==> src/rtl/writeback_queue.sv <==
// writeback_queue: in-order result buffer feeding the register-file write port.
// Accepts ALU and load results, drops writes to r0, retires one entry per
// cycle through registered RegWre/WriteReg/WriteData, and exposes a
// per-register pending mask so decode can stall on queued results.
module writeback_queue #(
  parameter int DEPTH = 4,
  parameter int PTRW  = 2
) (
  input  logic            Clk,
  input  logic            Rst,
  input  logic            AluValid,
  input  logic [3:0]      AluReg,
  input  logic [15:0]     AluData,
  output logic            AluReady,
  input  logic            MemValid,
  input  logic [3:0]      MemReg,
  input  logic [15:0]     MemData,
  output logic            MemReady,
  input  logic            Hold,
  output logic            RegWre,
  output logic [3:0]      WriteReg,
  output logic [15:0]     WriteData,
  output logic [15:0]     Pending,
  output logic [PTRW:0]   Count
);

  localparam logic [PTRW:0] DepthCount = DEPTH;
  localparam logic [PTRW:0] OneSlot    = 1;
  localparam logic [PTRW:0] TwoSlots   = 2;

  logic [3:0]       entryReg   [DEPTH];
  logic [15:0]      entryData  [DEPTH];
  logic [DEPTH-1:0] entryValid;
  logic [PTRW-1:0]  headPtr;
  logic [PTRW-1:0]  tailPtr;
  logic [PTRW-1:0]  aluSlot;
  logic [PTRW:0]    freeSlots;
  logic [PTRW:0]    pushCount;
  logic             memPush;
  logic             aluPush;
  logic             doPop;

  // Free space comes from registered Count only, so a same-cycle pop never
  // creates room; the load path gets the last slot because it is older.
  assign freeSlots = DepthCount - Count;
  assign MemReady  = (freeSlots >= OneSlot);
  assign AluReady  = (freeSlots >= TwoSlots) || ((freeSlots >= OneSlot) && !MemValid);

  // Handshakes to r0 complete but never occupy a slot.
  assign memPush   = MemValid && MemReady && (MemReg != 4'd0);
  assign aluPush   = AluValid && AluReady && (AluReg != 4'd0);
  assign aluSlot   = tailPtr + PTRW'(memPush);
  assign pushCount = (PTRW+1)'(memPush) + (PTRW+1)'(aluPush);
  assign doPop     = (Count != '0) && !Hold;

  // Pointer, occupancy, valid-bit and output-stage state; the load entry is
  // placed ahead of the ALU entry when both arrive together.
  always_ff @(posedge Clk) begin
    if (Rst) begin
      headPtr    <= '0;
      tailPtr    <= '0;
      Count      <= '0;
      entryValid <= '0;
      RegWre     <= 1'b0;
      WriteReg   <= 4'd0;
      WriteData  <= 16'd0;
    end else begin
      if (doPop) begin
        RegWre              <= 1'b1;
        WriteReg            <= entryReg[headPtr];
        WriteData           <= entryData[headPtr];
        entryValid[headPtr] <= 1'b0;
        headPtr             <= headPtr + 1'b1;
      end else begin
        RegWre <= 1'b0;
      end
      if (memPush) begin
        entryValid[tailPtr] <= 1'b1;
      end
      if (aluPush) begin
        entryValid[aluSlot] <= 1'b1;
      end
      tailPtr <= tailPtr + PTRW'(pushCount);
      Count   <= Count + pushCount - (PTRW+1)'(doPop);
    end
  end

  // Entry payload storage; meaning is carried by entryValid so no reset needed.
  always_ff @(posedge Clk) begin
    if (memPush) begin
      entryReg[tailPtr]  <= MemReg;
      entryData[tailPtr] <= MemData;
    end
    if (aluPush) begin
      entryReg[aluSlot]  <= AluReg;
      entryData[aluSlot] <= AluData;
    end
  end

  // Pending mask: every valid queued destination plus the one being presented.
  always_comb begin
    Pending = 16'd0;
    for (int i = 0; i < DEPTH; i++) begin
      if (entryValid[i]) begin
        Pending[entryReg[i]] = 1'b1;
      end
    end
    if (RegWre) begin
      Pending[WriteReg] = 1'b1;
    end
  end

endmodule
==> config.mk <==
export PLATFORM = sky130hd
export DESIGN_NAME = writeback_queue
export DESIGN_NICKNAME = d
export VERILOG_FILES = /design/src/rtl/writeback_queue.sv
export SDC_FILE = /design/constraint.sdc
export NUM_CORES = 1
export LEC_CHECK = 0
export CAP_MARGIN = 20
export CELL_PAD_IN_SITES_DETAIL_PLACEMENT = 0
export CELL_PAD_IN_SITES_GLOBAL_PLACEMENT = 1
export CORE_UTILIZATION = 48
export CTS_CLUSTER_DIAMETER = 50
export DETAILED_ROUTE_END_ITERATION = 12
export GPL_TIMING_DRIVEN = 0
export PLACE_DENSITY = 0.86
export SLEW_MARGIN = 20
export SYNTH_ARGS = -nofsm -noshare
export SYNTH_HDL_FRONTEND = slang
export SYNTH_SLANG_ARGS = --single-unit
==> constraint.sdc <==
create_clock -name Clk -period 9 [get_ports Clk]
set_input_delay 2.25 -clock Clk [delete_from_list [all_inputs] [get_ports Clk]]
set_output_delay 2.25 -clock Clk [all_outputs]
set_load 0.005 [all_outputs]
==> flow_metrics.py <==
metrics = {
    "status": {
        "status": "completed",
    },
    "floorplanning": {
        "die_area_um2": 13080,
        "coreArea_um2": 12160,
        "rows": 40,
        "die_width_um": 114.4,
        "io_pins": 87,
        "start_util_pct": 49.85,
        "die_h_um": 114.4,
    },
    "clock_network": {
        "numCtsBuffers": 9,
        "cts_tree": "done",
        "hold_buffers": 0,
        "cts.sink_count": 112,
        "clock_path_buffers": 2,
        "htreeDepth": 3,
        "cts-root-buf": "clkbuf_16",
        "insertion_delay_ns": 0.36,
        "post_cts_resized": 0,
        "post-cts-setup-buffers": 0,
        "cts.clk_slew.worst_paths_ns": 0.07,
    },
    "cells_and_area": {
        "fin_nets": 649,
        "area_growth_pct": 22.33,
        "n_antenna_cell": 0,
        "design_area_um2": 7416,
        "drive_gt1_share_pct": 18.35,
    },
    "global_routing": {
        "grtUsageTotal_pct": 25.93,
        "grt_pass1_vias": 4522,
        "grt_max_degree": 21,
        "grt_pass1_wl_um": 24660,
        "antenna_found_initial": 0,
        "overflow": 0,
    },
    "critical_path": {
        "cp-start-kind": "primary input",
        "required_ns": 6.75,
        "end_kind": "primary output",
        "critical_path.max_fanout": 2,
        "path_class": "primary input to primary output",
        "arrival_ns": 3.44,
    },
    "drt": {
        "drt-wirelength-per-cell_um": 20.91,
        "drtPass1Iterations": 5,
        "vias": 4446,
        "viasPerCell": 5.835,
        "first_iter_violations": 353,
        "ant_nets": 0,
        "routed_wl_um": 15940,
        "drc": 0,
    },
    "timing": {
        "finalHoldViolations": 0,
        "tightest_slew_ns": 1.021,
        "hold_ws_ns": 0.4547,
        "rsz0062_at_grt": "false",
        "finClkSkew_ns": 0.01052,
        "fin_tns_setup_ns": 0,
        "setup-violations-final": 0,
        "fin_crit_sh_pct": 63.17,
        "max_slew_margin_pct": 31.77,
        "fmaxAchievable_ghz": 0.1759,
        "slew_violations": 0,
        "min_period_ns": 5.685,
    },
    "place": {
        "gp_congestion": 0.8913,
        "dpl_cell_area_um2": 7133,
        "dpl.hpwl_um": 11630,
        "portBuffers": 86,
    },
    "yosys": {
        "syn_avg_cell_area_um2": 12.32,
        "syn_nets": 552,
        "yosysUniqueCellTypes": 50,
        "synth_edf_count": 80,
        "ys_ff_latch": 112,
        "synth_ff_type": "edfxtp_1",
        "syn_area_um2": 6062,
        "synthCells": 492,
        "synth-async-reset-ratio_pct": 0,
        "ys_seq_area_share_pct": 50.20,
        "ys_warn_count": 0,
    },
    "power_and_ir_drop": {
        "p_clk_share_pct": 17.3,
        "combPwrFrac_pct": 42.6,
        "sw_frac_of_total_pct": 35.42,
        "switchingPower_mw": 0.7885,
        "power_leakage_nw": 2.506,
        "power_frac_seq_pct": 40.0,
        "peakVddDrop_v": 0.0001835,
        "p_int_mw": 1.437,
        "power_density_nw_per_um2": 300.1,
        "power.total_mw": 2.226,
    },
    "job": {
        "cap_violations": 0,
    },
    "hold_path": {
        "worstHoldPathType": "register to register",
    },
}
## cells in the final DEF, fill, tap and decap left out, types with 4 or more instances in the layout
cell type,instances
edfxtp_1,80
nor2_1,18
ha_1,14
nor3b_1,5
mux2_1,24
buf_6,4
nand3_1,14
o22ai_1,9
inv_1,13
nand3b_1,8
dfxtp_1,32
nor2b_1,5
clkbuf_1,16
nor3_1,10
o221ai_1,5
mux2_2,56
a31oi_1,9
buf_4,4
nand2b_1,13
xnor2_1,5
a21oi_1,23
clkdlybuf4s50_1,86
mux4_2,20
clkbuf_16,9
nand2_1,61
## critical path, cell delays in order
cell             delay (ns)
clkdlybuf4s50_1        0.43
o21bai_1               0.19
nand2_1                0.07
clkdlybuf4s50_1        0.49
## per-layer routing
metal	global-route usage [%]	vias to the layer above	part of all wire (%)
met4	7.706	0	1.2
met1	33.12	2193	41
li1	-	2060	-
met2	44.44	176	51
met3	5.453	17	6.7
met5	0	-	0
## worst paths after layout
| kind | cells past startpoint | end | startpoint | slack, ns |
|---|---|---|---|---|
| setup reg to reg | 10 | entryReg[1][1] | Count[0] | 4.88 |
| hold / removal | 2 | WriteData[7] | WriteData[7] | 0.45 |
| setup / recovery | 4 | AluReady | MemValid | 3.31 |
| hold reg to reg | 2 | WriteData[7] | WriteData[7] | 0.45 |
## cells by family (layout without fill, tap and decap cells)
logic type / Yosys count / after routing / synth area share (%)
compound gates: 65 / 65 / 7.203
xor+xnor: 7 / 7 / 1.011
fa+ha+maj: 15 / 15 / 3.220
buf+inv: 42 / 144 / 3.405
flops: 112 / 112 / 50.20
mux: 100 / 100 / 22.29
simple gates: 151 / 151 / 12.67
## sequential cells by signal (all words and copies together) (netlist names)
name,flops
tailPtr,2
headPtr,2
RegWre,1
WriteReg,4
Count,3
entryData,64
entryValid,4
WriteData,16
entryReg,16
## through the flow
stage	cells	setup slack, ns	util [%]
2_1_floorplan	492	4.264	-
3_3_place_gp	746	3.103	58.65
3_5_place_dp	746	3.025	58.65
4_1_cts	762	3.311	60.98
5_1_grt	762	3.256	60.98
6_report	762	3.315	60.98
## power groups by stage
stage / registers, mW / logic [mW] / clock network, mW
after global routing: 0.908 / 1.03 / 0.411
after global placement: 0.887 / 0.932 / 0
after floorplan: 0.865 / 0.626 / 0
after CTS: 0.891 / 0.954 / 0.390
after detailed placement: 0.903 / 0.949 / 0
final: 0.891 / 0.949 / 0.386
## layout make-up
cell class / instances / area (um^2)
fillers: 1029 / 4746
flip-flops and latches: 112 / 3043
multi-input cells: 338 / 2813
repair buffers: 86 / 860.8
clock buffers: 10 / 229.0
well taps: 168 / 210.2
plain buffers: 28 / 153.9
clock inverters: 6 / 53.80
inverters: 14 / 52.55
## Yosys cell counts (4+ instances only)
| library cell | count | share of area [%] |
|---|---|---|
| ha_1 | 14 | 2.9 |
| xnor2_1 | 5 | 0.72 |
| dfxtp_1 | 32 | 11 |
| inv_1 | 13 | 0.81 |
| nand3b_1 | 8 | 0.99 |
| mux4_2 | 20 | 7.4 |
| nor3_1 | 10 | 0.83 |
| nor3b_1 | 5 | 0.62 |
| buf_4 | 4 | 0.50 |
| mux2_2 | 56 | 10 |
| mux2_1 | 24 | 4.5 |
| clkbuf_1 | 15 | 0.93 |
| a31oi_1 | 9 | 0.93 |
| nor2_1 | 18 | 1.1 |
| o22ai_1 | 9 | 0.93 |
| nand2b_1 | 13 | 1.3 |
| nand3_1 | 14 | 1.2 |
| o221ai_1 | 5 | 0.72 |
| a21oi_1 | 23 | 1.9 |
| edfxtp_1 | 80 | 40 |
| nand2_1 | 61 | 3.8 |
| buf_6 | 4 | 0.74 |
| nor2b_1 | 5 | 0.52 |
No activity file was read; power rests on OpenSTA's default activity.
